--- src/rtl/pattern_search_ctrl.sv ---
// pattern_search_ctrl
// Data-memory master that counts occurrences of a 5-bit pattern in a
// 32-byte message. Byte 0 is the most significant byte of the bit string.
// It reads the pattern byte first. It then scans the message one byte per
// clock and writes three 8-bit counts back to memory:
//   ctb : matching windows that lie entirely inside one byte
//   cto : bytes holding at least one inside-byte match
//   cts : all matching windows, including those spanning two bytes
// The memory read is combinational. Every read therefore completes in the
// same cycle that presents its address.

module pattern_search_ctrl #(
  parameter int NBYTES   = 32,
  parameter int PAT_ADDR = 32,
  parameter int RES_ADDR = 33,
  parameter int AW       = 8
) (
  input  logic          clk,
  input  logic          reset,
  input  logic          start,
  output logic          done,
  output logic          busy,
  output logic [AW-1:0] mem_addr,
  input  logic [7:0]    mem_rd_data,
  output logic          mem_wr_en,
  output logic [7:0]    mem_wr_data
);

  // Byte index width. It covers 0..NBYTES-1.
  localparam int IW = (NBYTES > 1) ? $clog2(NBYTES) : 1;

  // Controller states
  localparam logic [2:0] S_IDLE     = 3'd0;
  localparam logic [2:0] S_LOAD_PAT = 3'd1;
  localparam logic [2:0] S_SCAN     = 3'd2;
  localparam logic [2:0] S_WR_CTB   = 3'd3;
  localparam logic [2:0] S_WR_CTO   = 3'd4;
  localparam logic [2:0] S_WR_CTS   = 3'd5;
  localparam logic [2:0] S_DONE     = 3'd6;

  localparam logic [AW-1:0] PAT_A = AW'(PAT_ADDR);
  localparam logic [AW-1:0] CTB_A = AW'(RES_ADDR);
  localparam logic [AW-1:0] CTO_A = AW'(RES_ADDR + 1);
  localparam logic [AW-1:0] CTS_A = AW'(RES_ADDR + 2);
  localparam logic [IW-1:0] LAST_IDX = IW'(NBYTES - 1);

  // Registered state
  logic [2:0]    r_state;
  logic [4:0]    r_pat;    // pattern, taken from bits [7:3] of the pattern byte
  logic [3:0]    r_prev;   // low nibble of the previous byte, for crossing windows
  logic [IW-1:0] r_idx;    // message byte currently on the bus
  logic [7:0]    r_ctb;
  logic [7:0]    r_cto;
  logic [7:0]    r_cts;
  logic          r_done;

  // Per-byte match logic
  logic [11:0]   w_cross;     // previous nibble followed by the current byte
  logic [3:0]    w_in_hits;   // inside-byte windows w0..w3 that match
  logic [3:0]    w_x_hits;    // crossing windows that match
  logic [2:0]    w_m;         // inside-byte match count, 0..4
  logic [2:0]    w_c;         // crossing match count, 0..4
  logic          w_accept;    // start request accepted this cycle

  // Counts set bits in a 4-bit hit vector.
  function automatic logic [2:0] popcnt4(input logic [3:0] v);
    return 3'(v[0]) + 3'(v[1]) + 3'(v[2]) + 3'(v[3]);
  endfunction

  // The four crossing windows use the top four bits of the previous byte's
  // low nibble chain: x[11:7], x[10:6], x[9:5], x[8:4].
  assign w_cross = {r_prev, mem_rd_data};

  // Compare every 5-bit window of the current byte (and the byte boundary) against the pattern.
  always_comb begin
    // NOTE: every always_comb output gets a default first, so no path can leave it unassigned and infer a latch.
    w_in_hits = '0;
    w_x_hits  = '0;
    for (int i = 0; i < 4; i++) begin
      w_in_hits[i] = (mem_rd_data[i +: 5] == r_pat);
      // Byte 0 has no predecessor, so it has no crossing windows.
      w_x_hits[i]  = (w_cross[11-i -: 5] == r_pat) && (r_idx != '0);
    end
  end

  assign w_m = popcnt4(w_in_hits);
  assign w_c = popcnt4(w_x_hits);

  // A start request is only heard while the block is idle or holding results.
  assign w_accept = start && ((r_state == S_IDLE) || (r_state == S_DONE));

  // Sequencer: state, pattern, index and the three counters.
  always_ff @(posedge clk) begin
    if (!reset) begin
      // NOTE: state uses non-blocking assignments so every register samples pre-edge values regardless of statement order.
      r_state <= S_IDLE;
      r_pat   <= '0;
      r_prev  <= '0;
      r_idx   <= '0;
      r_ctb   <= '0;
      r_cto   <= '0;
      r_cts   <= '0;
      r_done  <= 1'b0;
    end else begin
      case (r_state)
        S_IDLE, S_DONE: begin
          if (w_accept) begin
            r_ctb   <= '0;
            r_cto   <= '0;
            r_cts   <= '0;
            r_idx   <= '0;
            r_prev  <= '0;
            r_done  <= 1'b0;
            r_state <= S_LOAD_PAT;
          end
        end

        S_LOAD_PAT: begin
          r_pat   <= mem_rd_data[7:3];
          r_idx   <= '0;
          r_state <= S_SCAN;
        end

        S_SCAN: begin
          // Counter maxima are 128/32/252, so 8 bits never overflow.
          r_ctb  <= r_ctb + 8'(w_m);
          r_cto  <= r_cto + 8'(w_m != 3'd0);
          r_cts  <= r_cts + 8'(w_m) + 8'(w_c);
          r_prev <= mem_rd_data[3:0];
          r_idx  <= r_idx + 1'b1;
          if (r_idx == LAST_IDX) begin
            r_state <= S_WR_CTB;
          end
        end

        S_WR_CTB: r_state <= S_WR_CTO;
        S_WR_CTO: r_state <= S_WR_CTS;

        S_WR_CTS: begin
          r_done  <= 1'b1;
          r_state <= S_DONE;
        end

        default: begin
          r_done  <= 1'b0;
          r_state <= S_IDLE;
        end
      endcase
    end
  end

  // Bus outputs depend on the state only. Reset therefore forces address, data and strobe to zero.
  always_comb begin
    mem_addr    = '0;
    mem_wr_en   = 1'b0;
    mem_wr_data = '0;
    case (r_state)
      S_LOAD_PAT: mem_addr = PAT_A;
      S_SCAN:     mem_addr = AW'(r_idx);
      S_WR_CTB: begin
        mem_addr    = CTB_A;
        mem_wr_en   = 1'b1;
        mem_wr_data = r_ctb;
      end
      S_WR_CTO: begin
        mem_addr    = CTO_A;
        mem_wr_en   = 1'b1;
        mem_wr_data = r_cto;
      end
      S_WR_CTS: begin
        mem_addr    = CTS_A;
        mem_wr_en   = 1'b1;
        mem_wr_data = r_cts;
      end
      default: ;
    endcase
  end

  assign done = r_done;
  assign busy = (r_state != S_IDLE) && (r_state != S_DONE);

endmodule

--- config.mk ---
export PLATFORM = sky130hd
export DESIGN_NAME = pattern_search_ctrl
export DESIGN_NICKNAME = d
export VERILOG_FILES = /design/src/rtl/pattern_search_ctrl.sv
export SDC_FILE = /design/constraint.sdc
export NUM_CORES = 1
export LEC_CHECK = 0
export CORE_MARGIN = 3
export CORE_UTILIZATION = 52
export DETAILED_ROUTE_END_ITERATION = 10
export GPL_TIMING_DRIVEN = 0
export PLACE_DENSITY = 0.76
export SYNTH_ARGS = -nofsm -noshare
export SYNTH_HDL_FRONTEND = slang
export SYNTH_SLANG_ARGS = --single-unit
export TNS_END_PERCENT = 20
--- constraint.sdc ---
create_clock -name clk -period 4.4 [get_ports clk]
set_input_delay 0.88 -clock clk [delete_from_list [all_inputs] [get_ports clk]]
set_output_delay 0.88 -clock clk [all_outputs]
set_load 0.1 [all_outputs]
==> impl_metrics.py, run 1 <==
metrics = {
    "worst_setup_path": {
        "worst-path-buf-inv": 4,
        "cp_data_required_time_ns": 4.63,
        "slowest_stage": "fa_1",
        "reg2reg_depth": 16,
        "critPathLaunchType": "input port",
        "cp_top_family": "adder cells",
        "cp_max_fo": 4,
        "crit_cells": 16,
        "cp.arrival_ns": 4.46,
        "crit_chain": "dlygate4sd2_1, xor2_1, nor3_1, nand3_1, fa_1, inv_1, ha_4, inv_1, fa_1, inv_1, ha_4, fa_2, a211oi_2, nor2_1, o211ai_1, mux2i_1",
        "crit_type": "in2reg",
        "cp_common_cell": "inv_1",
        "cp-end-kind": "register",
        "slowest_delay_ns": 0.55,
    },
    "final_layout": {
        "fin_nets": 449,
        "nFillCells": 514,
        "drive_gt1_frac": 0.0580,
        "area_delta_synth_final_pct": 14.8,
        "final_cells": 486,
        "antenna_cells": 0,
    },
    "drt": {
        "antenna_left": 0,
        "totalWireLength_mm": 7.63,
        "drtIter0Drc": 164,
        "dr.pass1.iters": 4,
        "route.detailed.drc": 0,
        "wl_per_cell_um": 15.7,
        "num_vias": 2794,
        "avgViaCountPerCell": 5.75,
    },
    "timing": {
        "hold_viol_final": 0,
        "tightestPinTransition_ns": 0.971,
        "maxSlewViolCount": 0,
        "fin_crit_sh": 0.962,
        "rsz0062_at_grt": "no",
        "max_freq_mhz": 236,
        "slew_headroom": 0.350,
        "clock-skew-final_ns": 0.00910,
        "finalCriticalPeriod_ns": 4.23,
        "finalSetupViolCount": 0,
    },
    "pwr": {
        "finalPower_mw": 0.848,
        "max-vdd-ir-drop_mv": 0.156,
        "pwr_density_cell_mw_per_mm2": 233,
        "p_leak_nw": 1.51,
    },
    "run": {
        "cap_violations": 0,
    },
    "synth": {
        "synth_edf_count": 0,
        "synthesis.area_mm2": 0.00317,
        "ys_ff_latch": 42,
        "ys_types": 50,
        "avgSynthCellArea_um2": 8.27,
        "seq_area_frac_synth": 0.265,
        "synth_ff_type": "dfxtp_1",
        "ys_warn_count": 0,
        "synth_cells": 383,
        "synthArstFlopShare": 0,
    },
    "global_routing": {
        "antenna_found_initial": 0,
        "grt_pass1_wl_mm": 12.6,
        "overflow": 0,
        "grt_max_degree": 13,
        "first_global_vias": 2626,
        "grt_usage": 0.217,
    },
    "place": {
        "portBuffers": 22,
        "gp_congestion": 0.915,
        "dpl.cell_count": 478,
        "place_hpwl_mm": 5.71,
    },
    "status": {
        "status": "completed",
    },
    "floorplan": {
        "placementRows": 27,
        "ios": 30,
        "initial_core_util": 0.555,
        "die-area_mm2": 0.00707,
        "die_y_um": 84.1,
        "core_mm2": 0.00571,
        "die_w_um": 84.1,
    },
    "min_path": {
        "hold_class": "reg2reg",
        "hold-path-cell-count": 2,
    },
    "clock_network": {
        "cts.sinks": 42,
        "root_buffer": "clkbuf_8",
        "cts_tree": "done",
        "clk_pin_slew_worst_paths_ns": 0.09,
        "cts_made_buffers": 5,
        "clock_latency_ns": 0.29,
        "postCtsHoldBufs": 0,
        "clockBufferDepth": 2,
        "htreeDepth": 2,
    },
}
repair_timing:
action | in CTS | in global routing
buffers inserted | 1 | 0
pin swaps | 6 | 4
setup endpoints to repair | 5 | 6
resized for setup | 8 | 4
endpoints found under the hold margin | 0 | 0
per-stage QoR:
step | utilization | hold WS (ns) | cell area [um2] | TNS (ns) | setup slack (ns)
final | 0.637 | 0.489 | 3640 | 0 | 0.169
after global placement | 0.610 | 0.467 | 3480 | -2.22 | -0.506
after global routing | 0.637 | 0.530 | 3640 | 0 | 0.0265
after detailed placement | 0.610 | 0.479 | 3480 | -2.35 | -0.542
after CTS | 0.636 | 0.491 | 3630 | 0 | 0.0155
after floorplan | - | 0.455 | 3170 | 0 | 0.0307
registers in the layout (all words and copies together) (netlist names):
| name | cells |
|---|---|
| r_cts | 8 |
| r_prev | 4 |
| r_idx | 5 |
| r_cto | 8 |
| done | 1 |
| r_state | 3 |
| r_pat | 5 |
| r_ctb | 8 |
cells in the final DEF, fill, tap and decap left out, drive strengths merged, types with 13 or more instances in the layout:
master	count
dfxtp	42
nand2	33
xor2	32
clkbuf	28
nand3	24
o21ai	23
mux2i	21
clkdlybuf4s50	19
ha	19
nor2b	16
xnor2	13
area by class of cell:
type | instances | area [um2] | area share
well taps | 72 | 90.1 | 0.0248
clock inverters | 1 | 7.51 | 0.00206
clock buffers | 6 | 72.6 | 0.0200
flip-flops and latches | 42 | 841 | 0.231
repair buffers | 23 | 231 | 0.0636
inverters | 9 | 33.8 | 0.00929
multi-input cells | 303 | 2240 | 0.615
plain buffers | 30 | 124 | 0.0341
metal layers:
metal,vias to the layer above,part of all wire,global-route usage
li1,1394,-,-
met1,1309,0.45,0.296
met2,80,0.48,0.359
met3,11,0.054,0.0346
met4,0,0.013,0.0497
met5,-,0,0
cell usage after synthesis, drive strengths merged (12+ instances only):
master	instances	area share
dfxtp	42	0.27
nand2	33	0.039
xor2	32	0.088
nand3	24	0.038
o21ai	23	0.036
clkbuf	21	0.025
mux2i	21	0.066
ha	19	0.075
nor2b	16	0.032
xnor2	13	0.036
a21oi	12	0.019
nand2b	12	0.024
path summary, 6_finish.rpt:
| path | startpoint | endpoint | slack (ns) |
|---|---|---|---|
| worst min-delay path | r_ctb[7] | r_ctb[7] | 0.49 |
| worst max-delay path | mem_rd_data[2] | r_cts[6] | 0.17 |
| worst min register to register | r_ctb[7] | r_ctb[7] | 0.49 |
| worst max register to register | r_pat[3] | r_cts[6] | 0.32 |
power by group:
group          total, mW  leakage (nW)  switching, mW  internal (mW)
registers          0.393         0.339        0.00521          0.387
clock network      0.248        0.0373          0.139          0.109
logic              0.207          1.13          0.139         0.0685
kinds of logic after synthesis:
logic type	Yosys count	share of synthesized area
mux	22	0.0699
flops	42	0.265
other cells	1	0.00118
compound gates	74	0.150
simple gates	136	0.233
fa+ha+maj	24	0.107
xor+xnor	45	0.124
buf+inv	39	0.0494
worst min-delay path, cell delays in order, from the launching register on:
cell     delay [ns]
dfxtp_1        0.33
nand3_1        0.06
mux2i_1        0.06
(Power assumes the default switching activity.)
==> run 2, diff against run 1 <==
RECOVER_POWER = 50   (was not set)
==> run 2 against run 1 <==
Against the previous run: critical path depth did not move; sequential power barely moved; clock skew barely moved; hold slack got worse by 0.0013 ns; clock power barely moved; non-clock buffer count did not move; final area barely moved; sequential cell count did not move; utilization barely moved; register-to-register slack barely moved; setup slack got worse by 0.0034 ns; first-iteration DRC count rose by 1.2%; critical path type unchanged; largest cell class unchanged; largest power group unchanged.
==> impl_metrics.py, run 2 (synthesis results as in run 1) <==
metrics = {
    "min_path": {
        "hold-path-cell-count": 2,
        "hp-start": "r_ctb[7]",
        "min_to": "r_ctb[7]",
        "hold_class": "reg2reg",
    },
    "worst_setup_path": {
        "crit_chain": "dlygate4sd2_1, xor2_1, nor3_1, nand3_1, fa_1, inv_1, ha_4, inv_1, fa_1, inv_1, ha_4, fa_2, a211oi_2, nor2_1, o211ai_1, mux2i_1",
        "cp.arrival_ns": 4.46,
        "cp_common_cell": "inv_1",
        "crit_path_start": "mem_rd_data[2]",
        "cp_max_fo": 4,
        "slowest_delay_ns": 0.55,
        "r2r-start": "r_pat[3]",
        "cp_top_family": "adder cells",
        "crit_type": "in2reg",
        "worst-path-buf-inv": 4,
        "cp_data_required_time_ns": 4.63,
        "critPathLaunchType": "input port",
        "reg2reg_depth": 16,
        "timing.rr.end": "r_cts[6]",
        "r2r_setup_slack_ns": 0.32,
        "slowest_stage": "fa_1",
        "cp-end-kind": "register",
    },
    "timing": {
        "finalSetupTns_ns": 0,
        "finalSetupViolCount": 0,
        "slew_headroom": 0.346,
        "max_freq_mhz": 236,
        "maxSlewViolCount": 0,
        "fin_crit_sh": 0.962,
        "finalCriticalPeriod_ns": 4.23,
        "clock-skew-final_ns": 0.00872,
        "finalWorstSetupSlack_ns": 0.165,
        "tightestPinTransition_ns": 0.978,
        "rsz0062_at_grt": "no",
        "hold_viol_final": 0,
    },
    "clock_network": {
        "htreeDepth": 2,
        "clockBufferDepth": 2,
        "cts.sinks": 42,
        "clock_latency_ns": 0.29,
        "cts_tree": "done",
        "clk_pin_slew_worst_paths_ns": 0.09,
        "root_buffer": "clkbuf_8",
        "cts_made_buffers": 5,
        "postCtsHoldBufs": 0,
    },
    "global_routing": {
        "grt_usage": 0.217,
        "grt_max_degree": 13,
        "overflow": 0,
        "grt_pass1_wl_mm": 12.6,
        "antenna_found_initial": 0,
        "first_global_vias": 2626,
    },
    "floorplan": {
        "die_y_um": 84.1,
        "die_w_um": 84.1,
        "initial_core_util": 0.555,
        "placementRows": 27,
        "core_mm2": 0.00571,
        "ios": 30,
        "die-area_mm2": 0.00707,
    },
    "final_layout": {
        "antenna_cells": 0,
        "final_cells": 486,
        "fin_nets": 449,
        "fin_area_mm2": 0.00364,
        "drive_gt1_frac": 0.0556,
        "final_cell_mix": "42 x dfxtp_1, 33 x nand2_1, 32 x xor2_1, 24 x clkbuf_1, 24 x nand3_1",
        "area_delta_synth_final_pct": 14.8,
        "layout_commonest_cell": "dfxtp_1",
        "top_regs": "r_ctb: 8 flops, r_cto: 8 flops, r_cts: 8 flops",
    },
    "place": {
        "place_area_mm2": 0.00348,
        "place_hpwl_mm": 5.71,
        "dp_slack_ns": -0.542,
        "portBuffers": 22,
        "dpl.cell_count": 478,
        "gp_congestion": 0.915,
    },
    "pwr": {
        "max-vdd-ir-drop_mv": 0.154,
        "pwr_density_cell_mw_per_mm2": 232,
        "p_leak_nw": 1.51,
    },
    "drt": {
        "drtIter0Drc": 166,
        "antenna_left": 0,
        "avgViaCountPerCell": 5.73,
        "wl_per_cell_um": 15.7,
        "num_vias": 2783,
        "dr.pass1.iters": 6,
        "totalWireLength_mm": 7.61,
        "route.detailed.drc": 0,
    },
    "run": {
        "cap_violations": 0,
    },
    "status": {
        "status": "completed",
    },
}
## run 2: through the flow
step           hold WS, ns  total power, mW   util
5_1_grt              0.530            0.886  0.637
4_1_cts              0.491            0.848  0.636
6_report             0.487            0.845  0.637
3_5_place_dp         0.479            0.604  0.610
3_3_place_gp         0.467            0.599  0.610
2_1_floorplan        0.455            0.555      -
## run 2: worst reg2reg max path: stages, from the launching register on
cell,delay (ns)
dfxtp_1,0.32
clkbuf_1,0.46
xor2_1,0.14
nor3_1,0.19
nand3_1,0.13
fa_1,0.55
inv_1,0.08
ha_4,0.28
inv_1,0.06
fa_1,0.53
inv_1,0.07
ha_4,0.18
fa_2,0.37
a211oi_2,0.19
nor2_1,0.08
o211ai_1,0.22
mux2i_1,0.20
## run 2: layout make-up
cell class,count,area [um2]
inverters,9,33.8
fillers,515,2070
multi-input cells,303,2240
repair buffers,23,231
clock inverters,1,7.51
well taps,72,90.1
clock buffers,6,72.6
flip-flops and latches,42,841
plain buffers,30,123
## run 2: timing repair
item                       in CTS  in global routing
gates cloned                    0                  0
buffers inserted                1                  0
pin swaps                       6                  4
gates resized for setup         8                  4
setup endpoints to repair       5                  6
## run 2: power breakdown
| part | internal (mW) | leakage, nW | switching [mW] |
|---|---|---|---|
| registers | 0.387 | 0.339 | 0.00527 |
| clock network | 0.109 | 0.0373 | 0.137 |
| logic | 0.0670 | 1.14 | 0.138 |
## run 2: how the worst max path moves through the flow
stage | depth (start not counted) | to
after floorplan | 15 | r_cts[6]
after global placement | 15 | r_cts[6]
after detailed placement | 15 | r_cts[6]
after CTS | 16 | r_cts[6]
after global routing | 16 | r_cts[4]
final | 16 | r_cts[6]
## run 2: metal layers
metal / global-route usage / wire length, um / vias up
met5: 0 / 0 / -
met4: 0.0497 / 109 / 0
met1: 0.296 / 3520 / 1301
met2: 0.359 / 3640 / 73
li1: - / - / 1396
met3: 0.0346 / 335 / 13
